--- src/rtl/audio_note_sequencer.sv ---
// Note sequencer feeding the four-channel square-wave audio unit.
// Handshake: a command is pushed on a rising edge where cmd_valid && cmd_ready;
// cmd_valid may rise at any time and cmd_ready never depends on cmd_valid.
// Notes are popped from a small FIFO and written to the audio unit's period
// registers. When the FIFO runs dry, all four channels are muted.
module audio_note_sequencer #(
  parameter int FIFO_DEPTH   = 8,
  parameter int TICK_CYCLES  = 100_000,
  parameter int PERIOD_WIDTH = 16,
  parameter int DUR_WIDTH    = 16
) (
  input  logic                          clk,
  input  logic                          rst,
  input  logic                          cmd_valid,
  output logic                          cmd_ready,
  input  logic [1:0]                    cmd_channel,
  input  logic [PERIOD_WIDTH-1:0]       cmd_period,
  input  logic [DUR_WIDTH-1:0]          cmd_duration,
  input  logic                          flush,
  output logic                          au_wenable,
  output logic [1:0]                    au_waddr,
  output logic [PERIOD_WIDTH-1:0]       au_wdata,
  output logic                          busy,
  output logic [$clog2(FIFO_DEPTH):0]   fifo_count,
  output logic [1:0]                    fsm_state
);

  localparam int AW = $clog2(FIFO_DEPTH);
  localparam int PW = (TICK_CYCLES > 1) ? $clog2(TICK_CYCLES) : 1;
  localparam int EW = 2 + PERIOD_WIDTH + DUR_WIDTH;
  localparam logic [PW-1:0] PRE_LOAD = PW'(TICK_CYCLES - 1);
  localparam logic [AW:0]   DEPTH_C  = (AW+1)'(FIFO_DEPTH);

  typedef enum logic [1:0] {
    IDLE  = 2'd0,
    ISSUE = 2'd1,
    WAIT  = 2'd2,
    MUTE  = 2'd3
  } state_t;

  state_t state, state_n;

  logic [EW-1:0]           mem [FIFO_DEPTH];
  logic [AW-1:0]           wr_ptr, rd_ptr;
  logic [AW:0]             count;
  logic                    full, empty, push, pop;
  logic [EW-1:0]           head;
  logic [1:0]              head_ch;
  logic [PERIOD_WIDTH-1:0] head_period;

  logic [DUR_WIDTH-1:0]    note_dur;
  logic [PW-1:0]           prescaler;
  logic [DUR_WIDTH-1:0]    remaining;
  logic [1:0]              idx, idx_n;

  assign full        = (count == DEPTH_C);
  assign empty       = (count == '0);
  assign cmd_ready   = !full && !flush;
  assign push        = cmd_valid && cmd_ready;
  assign head        = mem[rd_ptr];
  assign head_ch     = head[EW-1 -: 2];
  assign head_period = head[DUR_WIDTH +: PERIOD_WIDTH];
  assign fifo_count  = count;
  assign busy        = (state != IDLE);
  assign fsm_state   = state;

  // FIFO storage: written only on an accepted push (push is already blocked by flush).
  always_ff @(posedge clk) begin
    if (push) mem[wr_ptr] <= {cmd_channel, cmd_period, cmd_duration};
  end

  // FIFO pointers and occupancy; flush empties the queue and drops any pop.
  always_ff @(posedge clk) begin
    if (rst || flush) begin
      wr_ptr <= '0;
      rd_ptr <= '0;
      count  <= '0;
    end else begin
      if (push) wr_ptr <= wr_ptr + AW'(1);
      if (pop)  rd_ptr <= rd_ptr + AW'(1);
      case ({push, pop})
        2'b10:   count <= count + (AW+1)'(1);
        2'b01:   count <= count - (AW+1)'(1);
        default: count <= count;
      endcase
    end
  end

  // State and mute index registers.
  always_ff @(posedge clk) begin
    if (rst) begin
      state <= IDLE;
      idx   <= 2'd0;
    end else begin
      state <= state_n;
      idx   <= idx_n;
    end
  end

  // Next-state logic and pop decision.
  always_comb begin
    state_n = state;
    idx_n   = idx;
    pop     = 1'b0;
    if (flush) begin
      state_n = MUTE;
      idx_n   = 2'd0;
    end else begin
      case (state)
        IDLE: begin
          if (!empty) begin
            pop     = 1'b1;
            state_n = ISSUE;
          end
        end
        ISSUE: begin
          if (note_dur != '0) begin
            state_n = WAIT;
          end else if (!empty) begin
            pop     = 1'b1;
            state_n = ISSUE;
          end else begin
            state_n = MUTE;
            idx_n   = 2'd0;
          end
        end
        WAIT: begin
          if (prescaler == '0 && remaining == DUR_WIDTH'(1)) begin
            if (!empty) begin
              pop     = 1'b1;
              state_n = ISSUE;
            end else begin
              state_n = MUTE;
              idx_n   = 2'd0;
            end
          end
        end
        MUTE: begin
          if (idx == 2'd3) state_n = IDLE;
          else             idx_n   = idx + 2'd1;
        end
        default: state_n = IDLE;
      endcase
    end
  end

  // Note timing and registered audio-unit write port. Every entry into ISSUE
  // coincides with a pop, so the FIFO head is the note being written.
  always_ff @(posedge clk) begin
    if (rst) begin
      note_dur   <= '0;
      prescaler  <= '0;
      remaining  <= '0;
      au_wenable <= 1'b0;
      au_waddr   <= 2'd0;
      au_wdata   <= '0;
    end else begin
      if (pop) note_dur <= head[DUR_WIDTH-1:0];

      if (state == ISSUE && state_n == WAIT) begin
        prescaler <= PRE_LOAD;
        remaining <= note_dur;
      end else if (state == WAIT) begin
        if (prescaler == '0) begin
          prescaler <= PRE_LOAD;
          remaining <= remaining - DUR_WIDTH'(1);
        end else begin
          prescaler <= prescaler - PW'(1);
        end
      end

      au_wenable <= (state_n == ISSUE) || (state_n == MUTE);
      if (state_n == ISSUE) begin
        au_waddr <= head_ch;
        au_wdata <= head_period;
      end else if (state_n == MUTE) begin
        au_waddr <= idx_n;
        au_wdata <= '0;
      end else begin
        au_waddr <= 2'd0;
        au_wdata <= '0;
      end
    end
  end

endmodule

--- config.mk ---
export PLATFORM = sky130hd
export DESIGN_NAME = audio_note_sequencer
export DESIGN_NICKNAME = d
export VERILOG_FILES = /design/src/rtl/audio_note_sequencer.sv
export SDC_FILE = /design/constraint.sdc
export NUM_CORES = 1
export LEC_CHECK = 0
export ABC_AREA = 0
export CAP_MARGIN = 0
export CORE_UTILIZATION = 31
export CTS_CLUSTER_DIAMETER = 50
export CTS_CLUSTER_SIZE = 40
export DETAILED_ROUTE_END_ITERATION = 6
export GPL_ROUTABILITY_DRIVEN = 1
export GPL_TIMING_DRIVEN = 0
export SLEW_MARGIN = 20
export SYNTH_ARGS = -nofsm -noshare
export SYNTH_HDL_FRONTEND = slang
export SYNTH_SLANG_ARGS = --single-unit
export TNS_END_PERCENT = 10
--- constraint.sdc ---
create_clock -name clk -period 10.83 [get_ports clk]
set_input_delay 1.083 -clock clk [delete_from_list [all_inputs] [get_ports clk]]
set_output_delay 1.083 -clock clk [all_outputs]
set_load 0.005 [all_outputs]
# Word level (Yosys, flattened, before mapping)
# Memory sizes are Yosys's and may differ from the RTL's. A register that Yosys moved wholly into a read port is not among the register bits.
# Index checks and enable logic that the tools add are counted.
word_totals:
  reg_bits: 82
  memories: 1
  ramBits: 272
  out_inout_bits: 27
  inputBits: 38
op_classes:
  n_mux: 31
  eq_ne: 11
  n_reduce_logical: 19
  addsub: 7
  bitwise_logic: 1
mem_list:
  columns: ["memory", "depth", "word_bits", "rd", "rd_ports_with_merged_regs", "wr", "line", "source"]
  rows:
  - ["mem", 8, 34, 1, 1, 1, "43", "logic [EW-1:0] mem [FIFO_DEPTH];"]
ops:
  columns: ["op", "count"]
  rows:
  - ["17-bit two-way mux", 3]
  - ["16-bit two-way mux", 3]
  - ["2-bit two-way mux", 13]
  - ["17-bit logical NOT", 1]
  - ["17-bit by 1-bit subtractor with 17-bit output, second input constant", 1]
  - ["16-bit by 1-bit == test with 1-bit output, second input constant", 1]
  - ["16-bit nonzero test", 1]
  - ["16-bit by 1-bit subtractor with 16-bit output, second input constant", 1]
  - ["2-bit == test, second input constant", 6]
  - ["2-bit one-hot mux with 4 select lines", 1]
  - ["4-bit one-hot mux with 2 select lines", 1]
  - ["2-bit nonzero test", 4]
  - ["3-bit by 1-bit adder with 3-bit output, second input constant", 2]
  - ["2-bit by 1-bit == test with 1-bit output, second input constant", 3]
  - ["1-bit two-way mux", 6]
  - ["3-bit two-way mux", 2]
  - ["2-bit one-hot mux with 3 select lines", 1]
  - ["4-bit by 1-bit adder with 4-bit output, second input constant", 1]
  - ["4-bit == test, second input constant", 1]
  - ["1-bit logical AND", 4]
  - ["4-bit logical NOT", 1]
  - ["2-bit OR reduction", 2]
  - ["4-bit by 1-bit subtractor with 4-bit output, second input constant", 1]
  - ["1-bit one-hot mux with 3 select lines", 1]
  - ["other kinds (6)", 8]

# Longest topological paths before layout
# Gate-level depths: netlist of the first run.
logic_depth:
  word_depth: 9
  depth_mapped: 16
  ltp_nobuf: 14

# Worst setup path after synthesis of the first run
# Ideal clock, no wire load.
synth_path:
  path_type: "in2reg"
  from: "input port flush"
  to: "memory mem[0][0] (netlist bit) (enable)"
  setup_time_ns: 0.468
  path_slack_ns: 5.972
  arrival_ns: 4.390
  required_time_ns: 10.362
  path_stages: 5
  cell_sequence: "clkbuf_1 > a21oi_1 > nand2_1 > or2_2 > nor3_1"
synth_between:
  elab_chain_len: 5
synth_rtl:
  columns: ["item", "line", "source"]
  rows:
  - ["start, declared", "19", "input logic flush,"]
  - ["1-bit logical NOT", "58", "assign cmd_ready = !full && !flush;"]
  - ["1-bit logical AND", "58", null]
  - ["named net cmd_ready", "15", "output logic cmd_ready,"]
  - ["1-bit logical AND", "59", "assign push = cmd_valid && cmd_ready;"]
  - ["1-bit two-way mux", "69", "if (push) mem[wr_ptr] <= {cmd_channel, cmd_period, cmd_duration};"]
  - ["1-bit two-way mux (implied by the code)", "69", null]
  - ["end, declared", "43", null]
# The timed path passes the listed nets, and every way through them passes these cells.

# Worst setup path after layout of the first run
layout_path:
  from: "register prescaler[1]"
  to: "register count[2] (netlist: fifo_count[2])"
layout_between:
  elab_chain_len: 7
  elab_cells_between_ends: 9
  cone_classes: "eq/ne (2); mux (4); reduce/logical (3)"
layout_rtl:
  columns: ["item", "line", "source"]
  rows:
  - ["start, declared", "52", "logic [PW-1:0] prescaler;"]
  - ["start signal, assigned", "168", "prescaler <= prescaler - PW'(1);"]
  - ["17-bit logical NOT *", "128", "if (prescaler == '0 && remaining == DUR_WIDTH'(1)) begin"]
  - ["1-bit logical AND *", "128", null]
  - ["1-bit two-way mux *", "128", null]
  - ["1-bit one-hot mux with 3 select lines *", "109", "case (state)"]
  - ["1-bit two-way mux *", "105", "if (flush) begin"]
  - ["named net pop", "46", "logic full, empty, push, pop;"]
  - ["2-bit by 1-bit == test with 1-bit output / 2-bit == test (equally long branches)", "81", "case ({push, pop})"]
  - ["4-bit one-hot mux with 2 select lines / 2-bit nonzero test (equally long branches)", null, null]
  - ["end signal, assigned", "82", "2'b10: count <= count + (AW+1)'(1);"]
  - ["end signal, assigned", "83", "2'b01: count <= count - (AW+1)'(1);"]
  - ["end signal, assigned", "84", "default: count <= count;"]
  - ["end, declared", "45", "logic [AW:0] count;"]
# The timed path passes the listed nets; every way through them passes the cells marked *.
# A chain may end at the register's enable or synchronous reset.

==> results of run 1 <==
==> power by group through the flow <==
stage                     clock network (W)  registers, W  logic [W]
final                               0.00124       0.00153   0.000291
after global routing                0.00131       0.00154   0.000327
after CTS                           0.00126       0.00153   0.000292
after detailed placement                  0       0.00156   0.000290
after global placement                    0       0.00156   0.000282
after floorplan                           0       0.00156   0.000201
==> registers in the layout (all words and copies together) (netlist names), named ones only <==
register / cells
fsm_state: 2
au_waddr: 2
mem: 272
au_wdata: 16
rd_ptr: 3
prescaler: 17
remaining: 16
fifo_count: 4
note_dur: 16
idx: 2
wr_ptr: 3
==> cell families (layout without fill, tap and decap cells) <==
group	count (synthesis)	after routing	synth area share, %
AOI/OAI and AO/OA	77	77	3.64
other	0	1	0
xor gates and xnor gates	22	22	1.36
adders and majority gates	9	9	0.795
DFF	356	356	69.5
muxes	121	121	14.7
and+or+nand+nor	210	210	8.19
buffers and inverters	58	197	1.77
==> through the flow <==
step | hold slack [ns] | std cells | setup slack, ns | total power, W
after floorplan | 0.440 | 853 | 5.97 | 0.00176
after global placement | 0.467 | 1508 | 3.06 | 0.00184
after CTS | 0.492 | 1584 | 6.96 | 0.00308
after detailed placement | 0.473 | 1526 | 6.81 | 0.00185
final | 0.484 | 1585 | 7.02 | 0.00306
after global routing | 0.524 | 1584 | 6.69 | 0.00318
==> critical path, stage by stage (launching register included) <==
cell and delay (ns):
dfxtp_1 0.36, inv_1 0.09, ha_1 0.19, nor2b_1 0.12
and4_1 0.17, clkbuf_1 0.17, and3_1 0.23, clkbuf_1 0.16
o21ai_2 0.35, clkinv_1 0.44, ha_1 0.41, xor2_1 0.17
ha_1 0.19, a21oi_1 0.15, xor2_1 0.09, or3_1 0.31
a21oi_1 0.14
==> area by class of cell <==
| type | instances | area share [%] |
|---|---|---|
| clock buffers | 31 | 4.55 |
| well taps | 592 | 4.34 |
| repair buffers | 81 | 5.34 |
| plain buffers | 50 | 1.31 |
| flip-flops and latches | 356 | 57.7 |
| multi-input cells | 439 | 24.2 |
| clock inverters | 27 | 2.30 |
| inverters | 8 | 0.176 |
| diodes | 1 | 0.0147 |
==> synth_stat cells (3+ instances only) <==
cell      instances  area, um2
edfxtp_1        272       8170
nor4bb_1          3       30.0
clkbuf_1         35        131
o211ai_1          3       22.5
nor2b_1          20        125
a311oi_1          4       35.0
o22ai_1           4       25.0
mux2_2           16        180
ha_1              9        113
nand3_1          13       65.1
or2_2             5       31.3
or4_1             7       52.6
or3_1            11       68.8
inv_1             7       26.3
buf_2             4       20.0
and2_1            4       25.0
nor3_2           10        100
xnor2_1           4       35.0
nor4_1           12       75.1
buf_1             8       30.0
nand2_1          20       75.1
xor2_1           18        158
o31ai_1           4       30.0
a21oi_1          29        145
a211oi_1         11       82.6
mux2i_1          37        370
nand2b_1          4       25.0
dfxtp_1          84       1680
nor3_1           15       75.1
mux4_2           68       1530
o21ai_0           8       40.0
nand4_1          10       62.6
nor2_1           63        236
==> metal layers <==
| metal | track usage, % | vias to the layer above |
|---|---|---|
| met5 | 0 | - |
| met4 | 3.50 | 2 |
| met3 | 2.37 | 46 |
| met2 | 22.4 | 136 |
| met1 | 17.1 | 3916 |
| li1 | - | 3595 |
==> worst paths after layout <==
kind / slack (ns) / end / start / cells past startpoint
setup / recovery: 7.02 / fifo_count[2]$_SDFFE_PP0P_ / prescaler[1]$_SDFFE_PP0P_ / 16
hold / removal: 0.48 / remaining[1]$_SDFFE_PP0P_ / note_dur[1]$_SDFFE_PP0P_ / 2
setup reg to reg: 7.02 / fifo_count[2]$_SDFFE_PP0P_ / prescaler[1]$_SDFFE_PP0P_ / 16
hold reg to reg: 0.48 / remaining[1]$_SDFFE_PP0P_ / note_dur[1]$_SDFFE_PP0P_ / 2
==> impl_metrics.py, run 1 <==
metrics = {
    "run_status": {
        "status": "complete, no violations",
    },
    "power_and_ir_drop": {
        "vdd_ir_drop_max_uv": 117,
        "sw_frac_of_total_pct": 24.8,
        "internal-power_w": 0.00230,
        "seqPwrFrac_pct": 50.1,
        "clock_power_share_pct": 40.4,
        "leakage_nw": 5.35,
        "power.switching_w": 0.000759,
        "comb_power_share_pct": 9.5,
        "p_per_area_nw_per_um2": 179,
    },
    "timing": {
        "period_share_pct": 35.2,
        "skew_ns": 0.0324,
        "hold_viol": 0,
        "finalSetupViolCount": 0,
        "tightestPinTransition_ns": 0.987,
        "rsz0062_at_grt": "no",
        "fmax_mhz": 262,
        "slew-limit-headroom_pct": 34.2,
        "setup_tns_ns": 0,
        "period_minus_slack_ns": 3.81,
        "finalMaxSlewViolations": 0,
    },
    "routing": {
        "routedWlPerCell_um": 18.9,
        "avgViaCountPerCell": 4.85,
        "first_pass_iters": 5,
        "drc": 0,
        "vias": 7695,
        "drtIter0Drc": 462,
        "wl_met2_um": 15000,
        "wl_um": 30000,
        "drtAntennaViolNets": 0,
        "maxUsedRoutingLayer": "met5",
        "wirelength_met1_um": 13100,
        "wl_met3_um": 1320,
    },
    "layout": {
        "final_cell_mix": "edfxtp_1 (272), dfxtp_1 (84), mux4_2 (68), clkdlybuf4s50_1 (63), nor2_1 (57)",
        "area_delta_synth_final_pct": 20.4,
        "design_area_um2": 17100,
        "multi_input_area_um2": 4130,
        "fin_util_pct": 38.2,
        "layout.nets": 1014,
        "fillers": 4056,
        "regArea_um2": 9850,
        "final_common_cell": "edfxtp_1",
        "drive_gt1_share_pct": 20.0,
    },
    "place": {
        "dp_hpwl_um": 20000,
        "gp_congestion": 0.825,
        "io_buffers": 63,
        "placed_area_um2": 15900,
    },
    "job": {
        "maxCapViolCount": 0,
    },
    "worst_setup_path": {
        "end_kind": "flop",
        "critPathArrivalTime_ns": 4.33,
        "crit_type": "reg2reg",
        "cp_max_fo": 7,
        "cp.required_ns": 11.35,
        "cp-start-kind": "flop",
    },
    "floorplanning": {
        "fp.dieArea_um2": 46500,
        "die_x_um": 216,
        "initial_core_util_pct": 31.7,
        "io_pins": 65,
        "die_h_um": 216,
        "num_rows": 77,
        "design.core.area_um2": 44600,
    },
    "clocking": {
        "htreeDepth": 1,
        "numCtsBuffers": 31,
        "cts_tree": "done",
        "post_cts_buffers": 0,
        "clk-insertion-delay-late_ns": 0.59,
        "clk_pin_slew_worst_paths_ns": 0.07,
        "clock_path_buffers": 3,
        "cts_resized": 0,
        "cts_root_buffer": "clkbuf_16",
        "clock_sinks": 356,
        "cts_hold_buf": 0,
    },
    "global_route": {
        "antenna_found_initial": 2,
        "grt_pass1_vias": 7883,
        "grt_usage_pct": 13.1,
        "overflow": 0,
        "grt_pass1_wl_um": 47100,
        "grt_start_max_net_pins": 21,
    },
    "synth": {
        "synth-edff-count": 272,
        "synthesis.nets": 900,
        "ys_warn_count": 0,
        "yosys.cell_types.count": 62,
        "postSynthCellCount": 853,
        "ys_seq_area_share_pct": 69.5,
        "ys_seq_elements": 356,
        "synth_ff_type": "edfxtp_1",
        "synth_area_um2": 14200,
        "async_reset_ff_share_pct": 0,
        "synth.avg_cell_area_um2": 16.6,
    },
    "worst_hold_path": {
        "worstHoldPathType": "reg2reg",
    },
}
Power figures use the tool's default switching activity.
==> inputs of run 2 (changes only) <==
- clock period: 10.83 -> 3.9 ns (I/O delays scaled with it)
==> run 2 against run 1 <==
  * Clock skew decreased by 0.010 ns
  * Cell count increased by 0.44%
  * Clock power grew to 2.7 times the previous value
  * Clock-buffer cell count grew 13
  * Non-clock buffer count increased by 2
  * Die area did not move
  * Register-to-register slack worse by 6.7 ns
  * First-iteration DRC count is 5.0% lower
  * Routed wire length increased by 0.40%
  * Via count is 1.2% higher
  * Worst setup slack got worse by 6.7 ns
==> impl_metrics.py, run 2 (synthesis results as in run 1) <==
metrics = {
    "timing": {
        "hold_viol": 0,
        "finalMaxSlewViolations": 0,
        "fmax_mhz": 281,
        "rsz0062_at_grt": "no",
        "tightestPinTransition_ns": 0.975,
        "period_minus_slack_ns": 3.56,
        "skew_ns": 0.0223,
        "setup_tns_ns": 0,
        "fin_hold_ws_ns": 0.384,
        "slew-limit-headroom_pct": 35.0,
        "finalSetupViolCount": 0,
        "period_share_pct": 91.2,
    },
    "floorplanning": {
        "num_rows": 77,
        "io_pins": 65,
        "die_h_um": 216,
        "initial_core_util_pct": 31.7,
        "die_x_um": 216,
        "design.core.area_um2": 44600,
        "fp.dieArea_um2": 46500,
    },
    "layout": {
        "fillers": 4056,
        "area_delta_synth_final_pct": 21.3,
        "final_cell_mix": "edfxtp_1 (272), dfxtp_1 (84), mux4_2 (68), clkdlybuf4s50_1 (63), nor2_1 (57)",
        "multi_input_area_um2": 4150,
        "regArea_um2": 9850,
        "n_antenna_cell": 0,
        "final_common_cell": "edfxtp_1",
        "largestRegisters": "mem: 272 flops, prescaler: 17 flops",
        "drive_gt1_share_pct": 20.2,
        "layout.nets": 1021,
        "design_area_um2": 17200,
        "regMostFlops": "mem",
        "largest_reg_flops": 272,
    },
    "global_route": {
        "overflow": 0,
        "antenna_found_initial": 2,
        "grt_usage_pct": 13.3,
        "grt_start_max_net_pins": 20,
        "grt_pass1_vias": 8102,
        "grt_pass1_wl_um": 47500,
    },
    "power_and_ir_drop": {
        "vdd_ir_drop_max_uv": 233,
        "comb_power_share_pct": 9.6,
        "clock_power_share_pct": 40.1,
        "internal-power_w": 0.00640,
        "p_per_area_nw_per_um2": 493,
        "power.switching_w": 0.00207,
        "power_w": 0.00847,
        "seqPwrFrac_pct": 50.3,
        "sw_frac_of_total_pct": 24.5,
        "leakage_nw": 5.41,
    },
    "clocking": {
        "clk-insertion-delay-late_ns": 0.53,
        "numCtsBuffers": 36,
        "htreeDepth": 2,
        "clock_path_buffers": 3,
        "post_cts_buffers": 0,
        "clk_pin_slew_worst_paths_ns": 0.06,
        "cts_tree": "done",
        "cts_root_buffer": "clkbuf_16",
        "clock_sinks": 356,
    },
    "worst_setup_path": {
        "crit_type": "reg2reg",
        "cp_max_fo": 7,
        "end_kind": "flop",
        "cp.required_ns": 4.34,
        "cp-start-kind": "flop",
        "critPathArrivalTime_ns": 3.99,
    },
    "routing": {
        "vias": 7785,
        "first_pass_iters": 5,
        "wl_um": 30100,
        "drtIter0Drc": 439,
        "avgViaCountPerCell": 4.89,
        "drc": 0,
        "drtAntennaViolNets": 0,
        "routedWlPerCell_um": 18.9,
    },
    "worst_hold_path": {
        "worstHoldPathType": "in2reg",
    },
    "run_status": {
        "status": "complete, no violations",
    },
    "job": {
        "maxCapViolCount": 0,
    },
    "place": {
        "dp_hpwl_um": 20400,
        "placed_area_um2": 16000,
        "gp_congestion": 0.809,
        "io_buffers": 63,
    },
}
-- run 2: cell types whose count changed in the layout (fill, tap and decap cells not counted), moves of 2 or more --
cell	previous run	this run
buf_16	5	8
buf_4	9	4
buf_8	0	3
bufinv_16	5	1
clkbuf_1	35	41
clkbuf_16	31	37
clkinv_2	0	4
clkinv_4	1	4
clkinv_8	5	1
clkinvlp_4	4	0
inv_6	5	3
inv_8	3	6
-- run 2: power groups by stage --
stage,clock network (W),registers (W),logic (W)
floorplan,0,0.00432,0.000560
global placement,0,0.00434,0.000787
detailed placement,0,0.00434,0.000809
CTS,0.00349,0.00425,0.000815
global route,0.00363,0.00427,0.000910
finish,0.00340,0.00426,0.000814
-- run 2: area by class of cell --
cell class / count / area share [%]
clock buffer: 44 / 5.60
clock inverter: 20 / 1.15
inverter: 8 / 0.182
tap: 592 / 4.31
multi-input combinational: 439 / 24.1
timing repair buffer: 83 / 5.95
sequential: 356 / 57.4
buffer: 50 / 1.30
-- run 2: critical path, stage by stage (launching register included) --
cell      delay, ns
dfxtp_1        0.34
or4_1          0.53
buf_2          0.18
nor4_2         0.31
and3_1         0.20
clkbuf_1       0.29
o21ai_4        0.15
clkinv_2       0.20
ha_1           0.30
xor2_1         0.17
ha_1           0.16
a21oi_1        0.05
xor2_1         0.16
or3_1          0.31
a21oi_1        0.14
-- run 2: per-stage QoR --
stage	setup WS [ns]	cells	util, %
after floorplan	-0.0609	853	-
after global placement	-2.82	1508	34.8
after detailed placement	0.0393	1528	35.9
after CTS	0.224	1592	38.5
after global routing	0.0875	1592	38.5
final	0.344	1592	38.5
-- run 2: timing repair --
action / in CTS / in global routing
hold buffers: 0 / 0
endpoints found under the setup margin: 1 / 1
resized for setup: 1 / 1
-- run 2: path summary, 6_finish.rpt --
path | slack, ns | endpoint | start | depth (start not counted)
max reg2reg | 0.34 | fifo_count[2]$_SDFFE_PP0P_ | remaining[2]$_SDFFE_PP0P_ | 14
min reg2reg | 0.47 | remaining[1]$_SDFFE_PP0P_ | note_dur[1]$_SDFFE_PP0P_ | 2
min | 0.38 | fsm_state[1]$_SDFF_PP0_ | flush | 3
max | 0.34 | fifo_count[2]$_SDFFE_PP0P_ | remaining[2]$_SDFFE_PP0P_ | 14
-- run 2: layer usage --
layer / vias up / share of wire (%) / track usage (%)
li1: 3611 / - / -
met1: 3973 / 46 / 17.8
met2: 148 / 47 / 21.6
met3: 49 / 4.5 / 2.71
met4: 4 / 2.2 / 4.00
met5: - / 0.10 / 0
==> inputs of run 3 (changes only) <==
==> constraint.sdc (replaced) <==
create_clock -name clk -period 3.9 [get_ports clk]
set_input_delay 0.39 -clock clk [delete_from_list [all_inputs] [get_ports clk]]
set_output_delay 0.39 -clock clk [all_outputs]
set_load 0.01 [all_outputs]
==> results of run 3 <==
The final DEF is identical to that of run 2. Status: complete, no violations.
